`config.mk`:
```
export PLATFORM = sky130hd
export DESIGN_NAME = ifu_fetch
export DESIGN_NICKNAME = d
export VERILOG_FILES = /design/src/rtl/fetch_pkg.sv /design/src/rtl/ifu_fetch.sv
export SDC_FILE = /design/constraint.sdc
export NUM_CORES = 1
export LEC_CHECK = 0
export ABC_CLOCK_PERIOD_IN_PS = 6640
export BUFFER_PORTS_ARGS = -buffer_cell sky130_fd_sc_hd__buf_2
export CORE_UTILIZATION = 35
export DETAILED_ROUTE_END_ITERATION = 8
export GPL_TIMING_DRIVEN = 0
export SLEW_MARGIN = 20
export SYNTH_ARGS = -nofsm -noshare
export SYNTH_HDL_FRONTEND = slang
export SYNTH_SLANG_ARGS = --single-unit
export TNS_END_PERCENT = 1
```
`constraint.sdc`:
```
create_clock -name clk -period 6.64 [get_ports clk]
set_input_delay 0.332 -clock clk [delete_from_list [all_inputs] [get_ports clk]]
set_output_delay 0.332 -clock clk [all_outputs]
set_load 0.05 [all_outputs]
```
`src/rtl/fetch_pkg.sv`:
```
// Shared constants and state encoding for the instruction-fetch front end.
package fetch_pkg;
  localparam int XLEN   = 64;
  localparam int INST_W = 32;

  localparam logic [XLEN-1:0] DEFAULT_RESET_PC = 64'h0000_0000_8000_0000;

  typedef enum logic [1:0] {
    S_REQ   = 2'd0,
    S_WAIT  = 2'd1,
    S_DRAIN = 2'd2
  } fetch_state_e;
endpackage

```
`src/rtl/ifu_fetch.sv`:
```
// Instruction-fetch front end: one outstanding memory request, a one-entry decode
// buffer, and redirect handling that discards wrong-path responses and buffered work.
module ifu_fetch
  import fetch_pkg::*;
#(
  parameter logic [XLEN-1:0] RESET_PC = DEFAULT_RESET_PC
) (
  input  logic              clk,
  input  logic              rst_n,
  input  logic              redirect_valid,
  input  logic [XLEN-1:0]   redirect_pc,
  output logic              ireq_valid,
  output logic [XLEN-1:0]   ireq_addr,
  input  logic              ireq_ready,
  input  logic              iresp_valid,
  input  logic [INST_W-1:0] iresp_data,
  output logic              inst_valid,
  output logic [INST_W-1:0] inst,
  output logic [XLEN-1:0]   inst_pc,
  input  logic              inst_ready,
  output logic              flush
);

  fetch_state_e      r_state, w_state_nxt;
  logic [XLEN-1:0]   r_pc, w_pc_nxt;
  logic [XLEN-1:0]   r_buf_pc, w_buf_pc_nxt;
  logic [INST_W-1:0] r_buf_inst, w_buf_inst_nxt;
  logic              r_kill, w_kill_nxt;
  logic              r_flush;
  logic [XLEN-1:0]   w_redirect_tgt;

  assign w_redirect_tgt = redirect_pc & {{(XLEN-2){1'b1}}, 2'b00};

  always_ff @(posedge clk or negedge rst_n) begin
    if (!rst_n) begin
      r_state    <= S_REQ;
      r_pc       <= RESET_PC;
      r_buf_pc   <= '0;
      r_buf_inst <= '0;
      r_kill     <= 1'b0;
      r_flush    <= 1'b0;
    end else begin
      r_state    <= w_state_nxt;
      r_pc       <= w_pc_nxt;
      r_buf_pc   <= w_buf_pc_nxt;
      r_buf_inst <= w_buf_inst_nxt;
      r_kill     <= w_kill_nxt;
      r_flush    <= redirect_valid;
    end
  end

  // A redirect always wins: it retargets pc and marks any in-flight response as stale.
  always_comb begin
    w_state_nxt    = r_state;
    w_pc_nxt       = r_pc;
    w_buf_pc_nxt   = r_buf_pc;
    w_buf_inst_nxt = r_buf_inst;
    w_kill_nxt     = r_kill;

    case (r_state)
      S_REQ: begin
        if (ireq_ready) begin
          w_state_nxt = S_WAIT;
          w_kill_nxt  = redirect_valid;
        end
      end
      S_WAIT: begin
        if (iresp_valid) begin
          if (r_kill || redirect_valid) begin
            w_kill_nxt  = 1'b0;
            w_state_nxt = S_REQ;
          end else begin
            w_buf_inst_nxt = iresp_data;
            w_buf_pc_nxt   = r_pc;
            w_pc_nxt       = r_pc + 64'd4;
            w_state_nxt    = S_DRAIN;
          end
        end else if (redirect_valid) begin
          w_kill_nxt = 1'b1;
        end
      end
      S_DRAIN: begin
        if (redirect_valid || inst_ready) begin
          w_state_nxt = S_REQ;
        end
      end
      default: begin
        w_state_nxt = S_REQ;
      end
    endcase

    if (redirect_valid) begin
      w_pc_nxt = w_redirect_tgt;
    end
  end

  assign ireq_valid = (r_state == S_REQ);
  assign ireq_addr  = r_pc;
  assign inst_valid = (r_state == S_DRAIN) && !redirect_valid;
  assign inst       = r_buf_inst;
  assign inst_pc    = r_buf_pc;
  assign flush      = r_flush;

endmodule

```
Word-level counts from Yosys, hierarchy flattened

Index checks and enable logic that the tools add are counted.

Add/sub/neg operators: 1
Equal/unequal tests: 8
Multiplexer cells: 14
Bitwise logic cells: 1
Reductions and logical operators: 12

Operators with widths:

| kind                    | number |
|---|---|
| $mux W64                | 4 |
| $add A64 B3 Y64 const B | 1 |
| $reduce_and A3 Y1       | 3 |
| $mux W2                 | 4 |
| $ne A2 B2 Y1 const B    | 3 |
| $ne A3 B3 Y1 const B    | 2 |
| $pmux W2 S3             | 1 |
| $reduce_bool A2 Y1      | 3 |
| $mux W1                 | 4 |
| $reduce_and A4 Y1       | 1 |
| $eq A2 B1 Y1 const B    | 1 |
| $eq A2 B2 Y1 const B    | 1 |
| $logic_not A2 Y1        | 1 |
| $logic_or A1 B1 Y1      | 2 |
| $ne A2 B1 Y1 const B    | 1 |
| $pmux W1 S2             | 1 |
| $logic_and A1 B1 Y1     | 1 |
| $logic_not A1 Y1        | 1 |
| $not A1 Y1              | 1 |

Bits in registers: 164
Bits of input ports: 102
Output and inout port bits: 163
Word-level logic and storage cells: 42

Longest topological paths before layout

Depth in word-level cells: 5
Depth in mapped cells: 8

Worst setup path before layout

Ideal clock, no wire load.

Kind: register to register
From: register r_pc[2], in the netlist ireq_addr[2]
To: register r_pc[50], in the netlist ireq_addr[50]
Library setup time: 82 ps
Data arrival time: 2660 ps
Path slack: 3898 ps
Cell stages (with the launch flop): 9
Period minus slack after synthesis: 2742 ps
Cell sequence: dfrtp_1 > ha_1 > nand3_1 > or4_1 > buf_2 > or3_1 > buf_2 > or3_1 > a31oi_1

Cells in the longest elaborated chain, start to end: 5

Ends and longest elaborated chain:

| what                   | line            | text |
|---|---|---|
| from (decl)            | ifu_fetch.sv:25 | `logic [XLEN-1:0] r_pc, w_pc_nxt;` |
| from (signal assigned) | ifu_fetch.sv:44 | `r_pc <= w_pc_nxt;` |
| $add A64 B3 Y64        | ifu_fetch.sv:75 | `w_pc_nxt = r_pc + 64'd4;` |
| $mux W64               | ifu_fetch.sv:69 | `if (r_kill \|\| redirect_valid) begin` |
| $mux W64               | ifu_fetch.sv:68 | `if (iresp_valid) begin` |
| $mux W64               | ifu_fetch.sv:60 | `case (r_state)` |
| $mux W64               | ifu_fetch.sv:92 | `if (redirect_valid) begin` |

No other way between the ends. The select of a mux whose other input is x is not followed.
A chain may end at the register's enable or synchronous reset.

Worst setup path after layout

From: register r_state[1]
To: register r_buf_inst[6], in the netlist inst[6]

Cells in the longest elaborated chain, start to end: 2

Ends and longest elaborated chain:

| what                               | line            | text |
|---|---|---|
| from (decl)                        | ifu_fetch.sv:24 | `fetch_state_e r_state, w_state_nxt;` |
| from (signal assigned)             | ifu_fetch.sv:43 | `r_state <= w_state_nxt;` |
| $eq A2 B1 Y1                       | ifu_fetch.sv:60 |  |
| $reduce_and A3 Y1 (no source line) | --              |  |
| to (signal assigned)               | ifu_fetch.sv:46 | `r_buf_inst <= w_buf_inst_nxt;` |
| to (decl)                          | ifu_fetch.sv:27 | `logic [INST_W-1:0] r_buf_inst, w_buf_inst_nxt;` |

No other way between the ends.

==> load_flow_metrics.sql <==
INSERT INTO impl_metrics (metric_group, metric, value, unit) VALUES
('floorplanning', 'initial_utilization', '35.84', '%'),
('sta', 'period_needed', '3.059', 'ns'),
('clocking', 'num_cts_buffers', '17', ''),
('floorplanning', 'rows', '53', ''),
('critical_path', 'cp-end-kind', 'flip-flop', ''),
('critical_path', 'cp.arrival', '3.37', 'ns'),
('status', 'run_status', 'complete, no violations', ''),
('critical_path', 'number_of_logic_stages_on_the_critical_path_including_buffering', '6', ''),
('yosys', 'post-synth-top-count-cell', 'sky130_fd_sc_hd__dfrtp_1', ''),
('yosys', 'postSynthRegisterBits', '160', ''),
('clocking', 'clkLatencyLatePin', '0.43', 'ns'),
('yosys', 'postSynthAreaPerCell', '10.83', 'um2'),
('power', 'p_per_area', '457.9', 'nW/um2'),
('critical_path', 'crit_buf_inv', '3', ''),
('cells_and_area', 'finish.net_count', '1083', ''),
('yosys', 'cell_taking_the_most_area_after_synthesis', 'sky130_fd_sc_hd__dfrtp_1', ''),
('grt', 'grt_start_max_net_pins', '94', ''),
('cells_and_area', 'final_core_occ', '46.72', '%'),
('grt', 'first_global_vias', '6343', ''),
('sta', 'fmax', '327.0', 'MHz'),
('critical_path', 'rr_worst_depth', '6', ''),
('yosys', 'synth_top_cells_by_area', 'sky130_fd_sc_hd__dfrtp_1 (53%), sky130_fd_sc_hd__mux2_2 (14%), sky130_fd_sc_hd__nand2_1 (3.6%)', ''),
('run', 'max_cap_viol_count', '0', ''),
('drt', 'drt_first_pass_iters', '5', ''),
('yosys', 'synth_top_family_by_area', 'simple AND/OR/NAND/NOR gates', ''),
('sta', 'headroom_to_the_max_slew_limit', '26.74', '%'),
('critical_path', 'worst-r2r-setup-slack', '3.58', 'ns'),
('power', 'netSwitchingFraction', '47.34', '%'),
('yosys', 'post_synth_xor_area_fraction', '4.751', '%'),
('power', 'power_frac_seq', '33.2', '%'),
('drt', 'number_of_remaining_drc_errors', '0', ''),
('grt', 'grt_antenna_before_repair', '0', ''),
('power', 'leakage', '4.369', 'nW'),
('clocking', 'cts_tree', 'yes', ''),
('floorplanning', 'fp.dieArea', '22190', 'um2'),
('yosys', 'synthFlopType', 'sky130_fd_sc_hd__dfrtp_1', ''),
('sta', 'clock-skew-final', '0.006862', 'ns'),
('critical_path', 'crit_path_frequent_cell', 'sky130_fd_sc_hd__clkbuf_1', ''),
('cells_and_area', 'finalInstanceArea', '9852', 'um2'),
('power', 'comb_power_share', '44.4', '%'),
('floorplanning', 'io_pins', '265', ''),
('critical_path', 'worst_setup_path_start_kind', 'flip-flop', ''),
('drt', 'initialDrtViolationCount', '321', ''),
('sta', 'worst_pin_slew', '1.089', 'ns'),
('floorplanning', 'fp.coreArea', '21090', 'um2'),
('place', 'routabilityCongestion', '0.8998', ''),
('floorplanning', 'die_width', '149.0', 'um'),
('cells_and_area', 'fillCellCount', '2064', ''),
('yosys', 'muxShareOfSynthArea', '14.82', '%'),
('floorplanning', 'die_height', '149.0', 'um'),
('clocking', 'max-clock-path-buffers', '2', ''),
('power', 'pwr-share-clk', '22.4', '%'),
('yosys', 'combined_area_of_all_synthesized_cells', '7558', 'um2'),
('sta', 'hold_violations', '0', ''),
('drt', 'vias_per_cell', '5.082', ''),
('power', 'internal-power', '2.376', 'mW'),
('hold_path', 'worst_hold_path_type', 'primary input to flip-flop', ''),
('critical_path', 'cpPeakStageDelay', '0.64', 'ns'),
('yosys', 'postSynthCellCount', '698', ''),
('drt', 'vias', '6449', ''),
('critical_path', 'critical-path-top-delay-family', 'buffers and inverters', ''),
('yosys', 'yosys.cell_types.count', '43', ''),
('cells_and_area', 'stdcell_count', '1269', ''),
('critical_path', 'cp_cell_sequence', 'nand4bb_1 > buf_2 > nor2_1 > clkbuf_1 > clkbuf_1 > mux2_2', ''),
('yosys', 'synthTopCellsByCount', 'sky130_fd_sc_hd__dfrtp_1 (159), sky130_fd_sc_hd__mux2_2 (95), sky130_fd_sc_hd__nand2_1 (73), sky130_fd_sc_hd__o21ai_0 (50), sky130_fd_sc_hd__clkbuf_1 (36)', ''),
('clocking', 'cts_resized', '0', ''),
('critical_path', 'timing.setup.critical_path_class', 'flip-flop to flip-flop', ''),
('drt', 'route.antenna.remaining_nets', '0', ''),
('cells_and_area', 'final_layout_size_suffix_gt1_share', '40.18', '%'),
('grt', 'overall_routing_resource_usage', '20.60', '%'),
('clocking', 'cts_htree_levels', '4', '');
per-stage QoR:
| step | worst slack [ns] | hold WS, ns |
|---|---|---|
| after floorplan | 3.898 | 0.03641 |
| after global placement | 2.624 | 0.4620 |
| after detailed placement | 3.520 | 0.3243 |
| after CTS | 3.514 | 0.007100 |
| after global routing | 3.397 | 0.01654 |
| final | 3.581 | 0.02383 |
sequential cells by signal, indices dropped and copies added, names as in the netlist:
signal     count
inst_pc       62
flush          1
r_state        2
ireq_addr     62
r_kill         1
inst          32
layout by cell type (no fill, tap or decap), drive strengths merged, types with 12 or more instances in the layout:
master,n
a31oi,12
and3,13
buf,267
clkbuf,53
dfrtp,159
inv,18
mux2,95
nand2,73
nand3,25
nand4,32
nor2,27
nor3,15
nor4,26
o21ai,50
or3,14
xnor2,30
cell families (layout without fill, tap and decap cells):
group                    after synthesis  in the layout
AND/OR/NAND/NOR                      260            260
flip-flops                           160            160
multiplexers                         100            100
AO/OA/AOI/OAI                         79             79
buffers and inverters                 56            348
XOR/XNOR                              41             41
adder cells (fa/ha/maj)                1              1
other                                  1              5
layer usage:
metal	global-route usage (%)	share of wire (%)	vias to the layer above
met1	27.95	46	3140
met4	6.071	1.0	0
met5	0	0	-
li1	-	-	3079
met3	4.465	5.9	18
met2	32.88	47	212
final timing paths:
path,startpoint,to
worst max-delay path,r_state[1]$_DFFE_PN0P_,inst[6]$_DFFE_PN0P_
max in group asynchronous,rst_n,ireq_addr[8]$_DFFE_PN0P_
worst max register to register,r_state[1]$_DFFE_PN0P_,inst[6]$_DFFE_PN0P_
min in group asynchronous,rst_n,inst_pc[39]$_DFFE_PN0P_
worst min-delay path,redirect_valid,flush$_DFF_PN0_
worst min register to register,inst_pc[39]$_DFFE_PN0P_,inst_pc[39]$_DFFE_PN0P_
final cells by class:
type	instances	area (um2)	share of cell area, %
repair buffers	260	1339	13.59
diodes	1	2.502	0.02540
plain buffers	44	185.2	1.880
clock inverters	15	171.4	1.740
flip-flops and latches	160	4005	40.65
inverters	12	45.04	0.4572
well taps	275	344.1	3.493
clock buffers	17	425.4	4.318
multi-input cells	485	3334	33.85
power groups by stage:
stage               logic, mW  registers [mW]  clock network (mW)
floorplan               0.377            2.65                   0
global placement         2.00            1.50                   0
detailed placement       2.02            1.52                   0
CTS                      2.02            1.50                1.03
global route             2.09            1.55                1.07
finish                   2.00            1.50                1.01
what timing repair did:
action | CTS | global route
buffers inserted | 0 | 0
setup endpoints to repair | 0 | 0
endpoints found under the hold margin | 66 | 0
hold buffers | 1 | 0
Power figures use the tool's default switching activity.
